### config.mk
export PLATFORM = sky130hd
export DESIGN_NAME = lot_controller
export DESIGN_NICKNAME = d
export VERILOG_FILES = /design/src/rtl/lot_pkg.sv /design/src/rtl/bit_sync.sv /design/src/rtl/lot_controller.sv
export SDC_FILE = /design/constraint.sdc
export NUM_CORES = 1
export LEC_CHECK = 0
export ABC_AREA = 1
export CAP_MARGIN = 30
export CORE_ASPECT_RATIO = 1.1
export CORE_MARGIN = 8
export CORE_UTILIZATION = 50
export CTS_CLUSTER_SIZE = 10
export DETAILED_ROUTE_END_ITERATION = 10
export DONT_BUFFER_PORTS = 1
export GPL_TIMING_DRIVEN = 0
export HOLD_SLACK_MARGIN = 0.02
export MAX_ROUTING_LAYER = met4
export SYNTH_ARGS = -nofsm -noshare
export SYNTH_HDL_FRONTEND = slang
export SYNTH_SLANG_ARGS = --single-unit
### constraint.sdc
create_clock -name clk -period 4.7 [get_ports clk]
set_input_delay 1.175 -clock clk [delete_from_list [all_inputs] [get_ports clk]]
set_output_delay 1.175 -clock clk [all_outputs]
set_load 0.005 [all_outputs]
### src/rtl/lot_pkg.sv
// Shared types and constants for the parking-lot entry/exit controller.
// The FSM step function maps (state, {sa,sb}) to the next state plus a completion event.
package lot_pkg;

  localparam int CNT_W        = 5;
  localparam int DEF_CAPACITY = 25;

  typedef enum logic [2:0] {
    IDLE,
    EN1,
    EN2,
    EN3,
    EX1,
    EX2,
    EX3
  } lot_state_e;

  typedef enum logic [1:0] {
    EV_NONE,
    EV_ENTER,
    EV_EXIT
  } lot_event_e;

  typedef struct packed {
    lot_state_e state;
    lot_event_e ev;
  } fsm_step_t;

  function automatic fsm_step_t fsm_next(input lot_state_e cur, input logic [1:0] ab);
    fsm_step_t r;
    r.state = cur;
    r.ev    = EV_NONE;
    case (cur)
      IDLE: begin
        if (ab == 2'b10)      r.state = EN1;
        else if (ab == 2'b01) r.state = EX1;
      end
      EN1: begin
        if (ab == 2'b11)      r.state = EN2;
        else if (ab == 2'b00) r.state = IDLE;
      end
      EN2: begin
        if (ab == 2'b01)      r.state = EN3;
        else if (ab == 2'b10) r.state = EN1;
        else if (ab == 2'b00) r.state = IDLE;
      end
      EN3: begin
        if (ab == 2'b00) begin
          r.state = IDLE;
          r.ev    = EV_ENTER;
        end else if (ab == 2'b11) begin
          r.state = EN2;
        end
      end
      EX1: begin
        if (ab == 2'b11)      r.state = EX2;
        else if (ab == 2'b00) r.state = IDLE;
      end
      EX2: begin
        if (ab == 2'b10)      r.state = EX3;
        else if (ab == 2'b01) r.state = EX1;
        else if (ab == 2'b00) r.state = IDLE;
      end
      EX3: begin
        if (ab == 2'b00) begin
          r.state = IDLE;
          r.ev    = EV_EXIT;
        end else if (ab == 2'b11) begin
          r.state = EX2;
        end
      end
      default: r.state = IDLE;
    endcase
    return r;
  endfunction

endpackage

### src/rtl/bit_sync.sv
// Two-flop synchronizer for one asynchronous level input; 2 clk edges of latency.
// Clears to 0 on synchronous reset; no flow control.
module bit_sync (
  input  logic clk,
  input  logic reset,
  input  logic d,
  output logic q
);

  logic meta_q, meta_d;
  logic sync_q, sync_d;

  always_comb begin
    meta_d = d;
    sync_d = meta_q;
  end

  always_ff @(posedge clk) begin
    if (reset) begin
      meta_q <= 1'b0;
      sync_q <= 1'b0;
    end else begin
      meta_q <= meta_d;
      sync_q <= sync_d;
    end
  end

  assign q = sync_q;

endmodule

### src/rtl/lot_controller.sv
// Parking-lot occupancy counter driven by two photo-sensors; all outputs registered.
// Raw sensor change to count/pulse update takes 3 clk edges; no flow control.
module lot_controller
  import lot_pkg::*;
#(
  parameter int CAPACITY = DEF_CAPACITY
) (
  input  logic             clk,
  input  logic             reset,
  input  logic             sensor_a,
  input  logic             sensor_b,
  output logic [CNT_W-1:0] count,
  output logic             full,
  output logic             empty,
  output logic             enter_pulse,
  output logic             exit_pulse
);

  localparam logic [CNT_W-1:0] CAP_C = CNT_W'(CAPACITY);

  logic sa, sb;

  bit_sync u_sync_a (
    .clk  (clk),
    .reset(reset),
    .d    (sensor_a),
    .q    (sa)
  );

  bit_sync u_sync_b (
    .clk  (clk),
    .reset(reset),
    .d    (sensor_b),
    .q    (sb)
  );

  lot_state_e       state_q, state_d;
  logic [CNT_W-1:0] count_q, count_d;
  logic             full_q, full_d;
  logic             empty_q, empty_d;
  logic             enter_q, enter_d;
  logic             exit_q, exit_d;
  fsm_step_t        step;

  always_comb begin
    step    = fsm_next(state_q, {sa, sb});
    state_d = step.state;
    count_d = count_q;
    enter_d = 1'b0;
    exit_d  = 1'b0;
    case (step.ev)
      EV_ENTER: begin
        enter_d = 1'b1;
        if (count_q != CAP_C) count_d = count_q + CNT_W'(1);
      end
      EV_EXIT: begin
        exit_d = 1'b1;
        if (count_q != '0) count_d = count_q - CNT_W'(1);
      end
      default: begin
        enter_d = 1'b0;
        exit_d  = 1'b0;
      end
    endcase
    // Flags derive from the next count so they move on the same edge as count.
    full_d  = (count_d == CAP_C);
    empty_d = (count_d == '0);
  end

  always_ff @(posedge clk) begin
    if (reset) begin
      state_q <= IDLE;
      count_q <= '0;
      full_q  <= 1'b0;
      empty_q <= 1'b1;
      enter_q <= 1'b0;
      exit_q  <= 1'b0;
    end else begin
      state_q <= state_d;
      count_q <= count_d;
      full_q  <= full_d;
      empty_q <= empty_d;
      enter_q <= enter_d;
      exit_q  <= exit_d;
    end
  end

  assign count       = count_q;
  assign full        = full_q;
  assign empty       = empty_q;
  assign enter_pulse = enter_q;
  assign exit_pulse  = exit_q;

endmodule

==> metrics.yaml <==
whs_path_depth: 2
worst_slack_ns: 2.58
ir_worst_vdd_mv: 0.184
critPathRequiredTime_ns: 4.92
cts_tree: "done"
wl_per_cell_um: 11.2
portBuffers: 0
overflow: 0
die_w_um: 60.1
seq_area_um2: 320
syn_nets: 185
status: "finished clean"
yosysTopAreaCell: "dfxtp_1"
finalCritPeriodShare: 0.451
syn-mean-instance-area_um2: 6.23
synthArstFlopShare: 0
die_h_um: 64.5
cts_resized: 0
muxShareOfSynthArea: 0
drtPass1Iterations: 4
rows: 17
min_path_type: "flip-flop to flip-flop"
stdcell_count: 204
grt_pass1_wl_mm: 4.02
io_pins: 13
wl_met1_mm: 1.19
yosysUniqueCellTypes: 17
vias: 1052
slowest_stage: "dfxtp_1"
synth.top_cells.by_area: "dfxtp_1 (30%), nand2_1 (13%), nand3_1 (12%), inv_1 (11%), ha_1 (11%)"
yosysWarnings: 0
synth-edff-count: 0
syn2layout_area_growth_pct: 6.66
ys_ff_latch: 16
grt_max_degree: 11
clockRootBuffer: "clkbuf_4"
rr_endpoint: "full"
grt_pass1_vias: 933
worst-path-buf-inv: 4
synth_top_family_by_area: "simple AND/OR/NAND/NOR gates"
cts_setup_buffers: 0
postLayoutCellArea_um2: 1140
holdBufCountCts: 0
dp_cells: 200
route.met2.wl_um: 912
grt_setup_unrepaired: "no"
final.setup.tns_ns: 0
clk_latency_ns: 0.28
dr.first_iter.drc_count: 29
start_util: 0.530
drtAntennaViolNets: 0
worst_path_largest_cell_delay_ns: 0.35
detail_route.vias_per_cell: 5.16
synthAdderAreaFrac: 0.105
crit_chain: "inv_1, ha_1, inv_1, nor2_1, inv_1, ha_1, inv_1, nand3_1, o21ai_1, nand4_1, nor2_1"
clock-sinks: 16
cp_top_family: "adder cells"
place_congestion: 0.927
synth_common_cells: "nand2_1 (38), inv_1 (31), nand3_1 (25)"
relSlewSlack: 0.727
clk_path_buf_depth: 2
fin_crit_ns: 2.12
hold_end: "u_sync_b.q"
yosysMostFrequentCell: "nand2_1"
finalHoldViolations: 0
synthXorXnorAreaFrac: 0.00818
syn_area_um2: 1070
place_ws_ns: 2.62
worstSetupStartpointType: "flip-flop"
htreeDepth: 1
drc: 0
r2r_start: "u_sync_b.q"
dpl_cell_area_um2: 1110
antennaDiodeCount: 0
core_um2: 2020
reg2regPathDepth: 11
wl_mm: 2.28
num-fill-cells: 212
p_leak_uw: 0.000546
multi_input_area_um2: 616
netlist_instances: 172
finClkSkew_ns: 0.00469
grt_usage: 0.130
dr_wl_met3_um: 141
slew_viol_final: 0
seq_area_frac_synth: 0.299
r2r_setup_slack_ns: 2.58
worstHoldStart: "u_sync_b.meta_q"
hpwl_mm: 1.75
dr.max_layer_used: "met4"
p_per_area_nw_per_um2: 212
die-area_um2: 3880
synth_top_area_frac: 0.299
worstMarginPinSlew_ns: 0.409
antenna_found_initial: 0
crit_type: "flip-flop to flip-flop"
nets: 190
cts.clk_slew.worst_paths_ns: 0.09
synth_ff_type: "dfxtp_1"
crit_top_cell: "inv_1"
synth_compound_area_frac: 0.0818
cap_violations: 0
cp.arrival_ns: 2.34
critPathMaxFanout: 7
finalSetupViolCount: 0
yosys.area_share.simple: 0.380
drive_gt1_frac: 0.0455
worstSetupEndpointType: "flip-flop"
cts_buffers: 3
max_freq_mhz: 472
## layout by cell type (no fill, tap or decap), types with 2 or more instances in the layout
master | Yosys | layout
a21oi_1 | 4 | 4
a31oi_1 | 2 | 2
clkbuf_4 | 0 | 3
dfxtp_1 | 16 | 16
ha_1 | 9 | 9
inv_1 | 31 | 31
nand2_1 | 38 | 38
nand3_1 | 25 | 25
nand4_1 | 4 | 4
nor2_1 | 23 | 23
nor2_2 | 2 | 2
nor3_1 | 3 | 3
o21ai_0 | 9 | 9
o21ai_1 | 2 | 2
## power breakdown
| part | leakage, uW | switching, uW | internal, uW | total, uW |
|---|---|---|---|---|
| Sequential | 0.000130 | 2.06 | 138 | 140 |
| Combinational | 0.000395 | 9.78 | 4.93 | 14.7 |
| Clock | 0.0000210 | 40.2 | 47.1 | 87.3 |
| Total | 0.000546 | 52.0 | 190 | 242 |
## per-stage QoR
stage          hold slack, ns  total power, uW   util
6_report                0.409              242  0.565
5_1_grt                 0.437              254  0.565
4_1_cts                 0.410              245  0.565
3_5_place_dp            0.397              158  0.547
3_3_place_gp            0.390              157  0.547
2_1_floorplan           0.388              155      -
## layer usage
layer | global-route usage | vias to the layer above
li1 | - | 552
met4 | 0.0448 | 0
met1 | 0.185 | 455
met2 | 0.180 | 40
met5 | - | -
met3 | 0.0158 | 5
## worst register-to-register path: stages (launching register included)
cell and delay (ns):
dfxtp_1 0.35, inv_1 0.13, ha_1 0.21, inv_1 0.11
nor2_1 0.16, inv_1 0.06, ha_1 0.33, inv_1 0.18
nand3_1 0.09, o21ai_1 0.20, nand4_1 0.14, nor2_1 0.11
## worst max path at each step
stage / start / slack, ns / to / cells past startpoint
2_1_floorplan: u_sync_b.q / 2.87 / empty / 13
3_5_place_dp: u_sync_b.q / 2.62 / empty / 13
4_1_cts: u_sync_b.q / 2.59 / empty / 13
3_3_place_gp: u_sync_b.q / 2.63 / empty / 13
5_1_grt: u_sync_b.q / 2.34 / empty / 13
6_report: u_sync_b.q / 2.58 / full / 11
## logic make-up (layout without fill, tap and decap cells)
family,Yosys count,after routing
and+or+nand+nor,95,95
buffers and inverters,34,38
DFF,16,16
xor gates and xnor gates,1,1
AOI/OAI and AO/OA,17,17
adders and majority gates,9,9
## final cells by class
class	count	share of cell area
multi-input cells	122	0.539
flip-flops and latches	16	0.280
inverters	32	0.105
clock buffers	4	0.0318
well taps	28	0.0307
plain buffers	2	0.0131
## registers in the layout, indices dropped and copies added, names as in the netlist
| signal | flops |
|---|---|
| u_sync_b.q | 1 |
| u_sync_a.meta_q | 1 |
| u_sync_a.q | 1 |
| enter_pulse | 1 |
| u_sync_b.meta_q | 1 |
| full | 1 |
| exit_pulse | 1 |
| count | 5 |
| empty | 1 |
| state_q | 3 |
Power figures use the tool's default switching activity.
